**config.mk**
```make
export PLATFORM = sky130hd
export DESIGN_NAME = panda_pc_unit
export DESIGN_NICKNAME = d
export VERILOG_FILES = /design/src/rtl/panda_pkg.sv /design/src/rtl/panda_adder.sv /design/src/rtl/panda_ras.sv /design/src/rtl/panda_pc_unit.sv
export SDC_FILE = /design/constraint.sdc
export NUM_CORES = 1
export LEC_CHECK = 0
export CAP_MARGIN = 15
export CORE_ASPECT_RATIO = 0.75
export CORE_MARGIN = 4
export CORE_UTILIZATION = 45
export DETAILED_ROUTE_END_ITERATION = 10
export GPL_TIMING_DRIVEN = 0
export PLACE_DENSITY = 0.76
export RECOVER_POWER = 25
export SETUP_SLACK_MARGIN = 0.2
export SLEW_MARGIN = 25
export SYNTH_ARGS = -nofsm -noshare
export SYNTH_HDL_FRONTEND = slang
export SYNTH_SLANG_ARGS = --single-unit
```
**constraint.sdc**
```tcl
create_clock -name clk_i -period 7.8 [get_ports clk_i]
set_input_delay 1.56 -clock clk_i [delete_from_list [all_inputs] [get_ports clk_i]]
set_output_delay 1.56 -clock clk_i [all_outputs]
set_load 0.05 [all_outputs]
```
**src/rtl/panda_pkg.sv**
```systemverilog
// Shared types and constants for the Panda fetch-stage PC unit.
package panda_pkg;

  typedef enum logic [2:0] {
    PC_SEL_SEQ,
    PC_SEL_BRANCH,
    PC_SEL_JUMP,
    PC_SEL_MRET,
    PC_SEL_TRAP
  } pc_sel_e;

  localparam int unsigned PC_INC_RVC = 2;
  localparam int unsigned PC_INC_RV  = 4;

endpackage

```
**src/rtl/panda_adder.sv**
```systemverilog
// Generic add/subtract unit; the PC unit uses it as its incrementer.
module panda_adder #(
  parameter int Width = 32
) (
  input  logic [Width-1:0] a_i,
  input  logic [Width-1:0] b_i,
  input  logic             subtract_i,
  output logic [Width-1:0] sum_o
);

  assign sum_o = subtract_i ? (a_i - b_i) : (a_i + b_i);

endmodule

```
**src/rtl/panda_ras.sv**
```systemverilog
// Return-address stack: circular buffer with a saturating occupancy count.
module panda_ras #(
  parameter int Width = 32,
  parameter int Depth = 4
) (
  input  logic             clk_i,
  input  logic             rst_i,
  input  logic             push_i,
  input  logic             pop_i,
  input  logic [Width-1:0] data_i,
  output logic [Width-1:0] top_o,
  output logic             valid_o
);

  localparam int PtrW = $clog2(Depth);
  localparam int CntW = $clog2(Depth + 1);

  logic [Width-1:0] r_mem [Depth];
  logic [PtrW-1:0]  r_top;
  logic [CntW-1:0]  r_count;
  logic [PtrW-1:0]  w_topNext;
  logic             w_full;

  assign w_topNext = r_top + PtrW'(1);
  assign w_full    = (r_count == CntW'(Depth));
  assign valid_o   = (r_count != '0);
  assign top_o     = valid_o ? r_mem[r_top] : '0;

  // When full a push still advances the pointer, silently dropping the oldest entry.
  always_ff @(posedge clk_i) begin
    if (rst_i) begin
      r_top   <= '0;
      r_count <= '0;
    end else if (push_i && !pop_i) begin
      r_top <= w_topNext;
      if (!w_full) begin
        r_count <= r_count + CntW'(1);
      end
    end else if (pop_i && !push_i && valid_o) begin
      r_top   <= r_top - PtrW'(1);
      r_count <= r_count - CntW'(1);
    end
  end

  always_ff @(posedge clk_i) begin
    if (!rst_i) begin
      if (push_i && pop_i) begin
        r_mem[r_top] <= data_i;
      end else if (push_i) begin
        r_mem[w_topNext] <= data_i;
      end
    end
  end

endmodule

```
**src/rtl/panda_pc_unit.sv**
```systemverilog
// Panda fetch PC unit: prioritised redirects, 2/4-byte increment, stall capture, RAS.
// Optional target-misalignment flag is built when PANDA_PC_MISALIGN_EN is defined.
module panda_pc_unit #(
  parameter int              Width    = 32,
  parameter logic [Width-1:0] BootAddr = '0,
  parameter int              RasDepth = 4
) (
  input  logic             clk_i,
  input  logic             rst_i,
  input  logic             stall_i,
  input  logic             compressed_i,
  input  logic             trap_i,
  input  logic [Width-1:0] trap_target_i,
  input  logic             mret_i,
  input  logic [Width-1:0] epc_i,
  input  logic             jump_i,
  input  logic [Width-1:0] jump_target_i,
  input  logic             branch_i,
  input  logic [Width-1:0] branch_target_i,
  input  logic             ras_push_i,
  input  logic             ras_pop_i,
  output logic [Width-1:0] pc_o,
  output logic [Width-1:0] pc_inc_o,
  output logic [Width-1:0] ras_top_o,
  output logic             ras_valid_o,
  output logic             misaligned_o
);

  import panda_pkg::*;

  logic [Width-1:0] r_pc;
  logic [Width-1:0] w_pc;
  logic [Width-1:0] w_incAmount;
  pc_sel_e          w_sel;

  always_comb begin
    w_sel = PC_SEL_SEQ;
    if (trap_i)        w_sel = PC_SEL_TRAP;
    else if (mret_i)   w_sel = PC_SEL_MRET;
    else if (jump_i)   w_sel = PC_SEL_JUMP;
    else if (branch_i) w_sel = PC_SEL_BRANCH;
  end

  always_comb begin
    w_pc = r_pc;
    case (w_sel)
      PC_SEL_TRAP:   w_pc = trap_target_i;
      PC_SEL_MRET:   w_pc = epc_i;
      PC_SEL_JUMP:   w_pc = jump_target_i;
      PC_SEL_BRANCH: w_pc = branch_target_i;
      default:       w_pc = r_pc;
    endcase
  end

  assign pc_o        = w_pc;
  assign w_incAmount = compressed_i ? Width'(PC_INC_RVC) : Width'(PC_INC_RV);

  panda_adder #(.Width(Width)) u_incr (
    .a_i        (w_pc),
    .b_i        (w_incAmount),
    .subtract_i (1'b0),
    .sum_o      (pc_inc_o)
  );

  // Stalling reloads pc_o so a redirect seen during a stall is held, not lost.
  always_ff @(posedge clk_i) begin
    if (rst_i)        r_pc <= BootAddr;
    else if (stall_i) r_pc <= w_pc;
    else              r_pc <= pc_inc_o;
  end

  panda_ras #(.Width(Width), .Depth(RasDepth)) u_ras (
    .clk_i   (clk_i),
    .rst_i   (rst_i),
    .push_i  (ras_push_i && !stall_i),
    .pop_i   (ras_pop_i && !stall_i),
    .data_i  (pc_inc_o),
    .top_o   (ras_top_o),
    .valid_o (ras_valid_o)
  );

`ifdef PANDA_PC_MISALIGN_EN
  assign misaligned_o = (w_sel != PC_SEL_SEQ) && w_pc[0];
`else
  assign misaligned_o = 1'b0;
`endif

endmodule
```
==> impl_metrics.yaml <==
status:
  status: "finished with violations"
  violations: "capacitance limit, slew limit"
setup_path:
  crit_path_start: "jump_i"
  crit_chain: "clkdlybuf4s50_1 -> buf_4 -> buf_4 -> buf_6 -> clkbuf_4 -> and3_1 -> a21oi_1 -> o221ai_1 -> ha_1 -> inv_1 -> fa_2 -> a211oi_4 -> nand4_4 -> or3_1 -> clkbuf_2 -> or3_4 -> xnor2_4 -> buf_6"
  worst_path_largest_cell_delay_ns: 0.51
  slowest_stage: "clkdlybuf4s50_1"
  critPathLaunchType: "primary input"
  path_class: "in2out"
  path_max_fanout: 10
  cp.required_ns: 6.24
  crit_path_end_kind: "output pin"
  r2r-start: "r_pc[1]"
  arrival_ns: 5.93
global_routing:
  grt_max_degree: 21
  top_usage_layer: "met2"
  met3_usage_pct: 8.60
  grt.met2_usage_pct: 40.7
  grt_antenna_before_repair: 3
  grt_use_total_pct: 25.7
  met1_usage_pct: 34.0
  grt_pass1_wl_um: 41700
  overflow: 0
  grt_pass1_vias: 7174
synthesis:
  synthFlopType: "edfxtp_1"
  synth_seq_area_share_pct: 52.9
  synth_top_cell_area_share_pct: 43.9
  synth_edf_count: 128
  ys_warn_count: 0
  synthCells: 749
  syn_area_um2: 8750
  synth_area_per_cell_um2: 11.7
  synthTopCellsByArea: "edfxtp_1 (44%), dfxtp_1 (8.9%), mux4_2 (8.2%), a21oi_1 (3.4%), nor2b_1 (3.4%)"
  synth_cell_type_count: 73
  yosys.area.top_type: "edfxtp_1"
  synthArstFlopShare_pct: 0
  synth_nets: 891
  ys_ff_latch: 167
routing:
  ant_nets: 0
  drc: 0
  firstDrtPassIters: 7
  vias: 7274
  routedWlPerCell_um: 21.8
  vias_per_cell: 5.67
  wl_um: 27900
  drtIter0Drc: 833
sta:
  worst_slew_pin_slew_ns: 1.89
  rsz0062_at_grt: "false"
  relSlewSlack_pct: -26.2
  setup_tns_ns: 0
  final-hold-violation-count: 0
  slew_viol_final: 21
  fmax_mhz: 134
  period_share_pct: 96.0
  setup_viol_count_final: 0
  min_period_ns: 7.49
  clock_skew_ns: 0.00892
power:
  p_comb_share_pct: 29.6
  max-vdd-ir-drop_uv: 182
  p_clk_share_pct: 32.6
  power_switching_w: 0.000877
  p_sw_share_pct: 32.7
  pwr-share-seq_pct: 37.7
  powerDensity_nw_per_um2: 218
  p_int_w: 0.00181
  power_leakage_nw: 4.24
place:
  port_buffers: 233
  place_hpwl_um: 21100
  routabilityCongestion: 0.912
  place_inst: 1243
die:
  die-area_um2: 21800
  num_io_pins: 236
  die_x_um: 169
  rows: 43
  floorplan.initialDensity_pct: 46.6
  core_area_um2: 18800
  die_y_um: 129
cells_and_area:
  fin_nets: 1166
  fillers: 1465
  n_antenna_cell: 0
  layout.cells.non_filler: 1284
  final_cell_mix: "clkdlybuf4s50_1 (209), edfxtp_1 (128), a21oi_1 (58), nor2_1 (47), nor2b_1 (47)"
  layout-drive-gt1-share_pct: 17.4
  final_common_cell: "clkdlybuf4s50_1"
  area_delta_synth_final_pct: 40.6
cts:
  cts_buffer_depth: 2
  cts_hold_buf: 0
  clkLatencyLatePin_ns: 0.44
  ctsHtreeMaxLevel: 4
  clock_sinks: 167
  clkTransAtPathRegs_ns: 0.06
  cts-buffers-inserted: 17
  cts_tree: "done"
  root_buffer: "clkbuf_16"
min_path:
  hp-class: "reg2reg"
  hp-start: "u_ras.r_count[1]"
job:
  maxCapViolations: 2
## kinds of logic (layout without fill, tap and decap cells)
family / count (synthesis) / after routing / synth area share, %
and+or+nand+nor: 254 / 254 / 15.9
DFF: 167 / 167 / 52.9
AOI/OAI and AO/OA: 150 / 150 / 12.0
buffers and inverters: 86 / 374 / 4.55
xor gates and xnor gates: 45 / 45 / 4.51
muxes: 42 / 42 / 9.40
adders and majority gates: 4 / 4 / 0.744
other: 1 / 1 / 0.0429
## power by group through the flow
stage / Clock [W] / Combinational [W] / Sequential (W)
floorplan: 0 / 0.000485 / 0.00103
detailed placement: 0 / 0.000782 / 0.00103
global route: 0.000929 / 0.000836 / 0.00101
global placement: 0 / 0.000772 / 0.00103
CTS: 0.000885 / 0.000788 / 0.00101
finish: 0.000876 / 0.000795 / 0.00101
## critical path: cells and delay by family
kind,cells,cell delay [ns]
xor+xnor,1,0.25
compound gates,3,0.59
simple gates,4,1.17
fa+ha+maj,2,0.62
buf+inv,8,1.73
## cells in the mapped netlist (all sizes together), types with 3 or more instances
master     n
a211oi     6
a21o       4
a21oi     59
a22o       4
a22oi      3
a2bb2oi   12
a31oi      4
and3       3
buf       34
clkbuf    24
dfxtp     39
edfxtp   128
inv       27
mux2i      9
mux4      32
nand2     43
nand2b     6
nand3     20
nand3b    14
nand4      7
nor2      50
nor2b     47
nor3      17
nor4      10
o21ai     14
o221a      3
o221ai     5
o22a       6
o22ai     10
o31ai      8
or3       14
or4       15
xnor2     29
xor2      16
## worst paths after layout
path | slack, ns | end | cells past startpoint
min | 0.56 | u_ras.r_count[1] | 2
min reg2reg | 0.56 | u_ras.r_count[1] | 2
max | 0.31 | pc_inc_o[23] | 18
max reg2reg | 4.25 | u_ras.r_mem[0][23] | 13
## per-stage QoR
step	total power [W]	setup WS [ns]	instance area, um2	util (%)	hold slack [ns]
after global routing	0.00278	0.124	12300	65.5	0.589
after global placement	0.00180	-0.825	11400	60.8	0.515
after floorplan	0.00151	0.439	8770	-	0.494
final	0.00268	0.311	12300	65.5	0.561
after CTS	0.00269	0.160	12300	65.3	0.558
after detailed placement	0.00181	-0.863	11600	61.7	0.546
## metal layers
layer	vias up	wire, um
li1	3353	-
met1	3449	11500
met2	407	12800
met3	59	3040
met4	6	564
met5	-	31
## what timing repair did
| item | in CTS | in global routing |
|---|---|---|
| resized for setup | 115 | 32 |
| pin swaps | 4 | 5 |
| setup buffers | 2 | 7 |
| endpoints found under the setup margin | 27 | 25 |
## registers in the layout, summed over array words and instances (netlist names), named ones only
| name | cells |
|---|---|
| u_ras.r_mem | 128 |
| u_ras.r_top | 2 |
| u_ras.r_count | 3 |
| r_pc | 32 |
## area by class of cell
type | instances | area [um2] | share of cell area, %
Buffer | 58 | 329 | 2.67
Multi-Input combinational cell | 496 | 3880 | 31.6
Clock buffer | 20 | 447 | 3.63
Timing Repair Buffer | 256 | 2440 | 19.8
Sequential cell | 167 | 4620 | 37.6
Tap cell | 247 | 309 | 2.51
Clock inverter | 12 | 166 | 1.35
Inverter | 28 | 105 | 0.854
(Power assumes the default switching activity.)
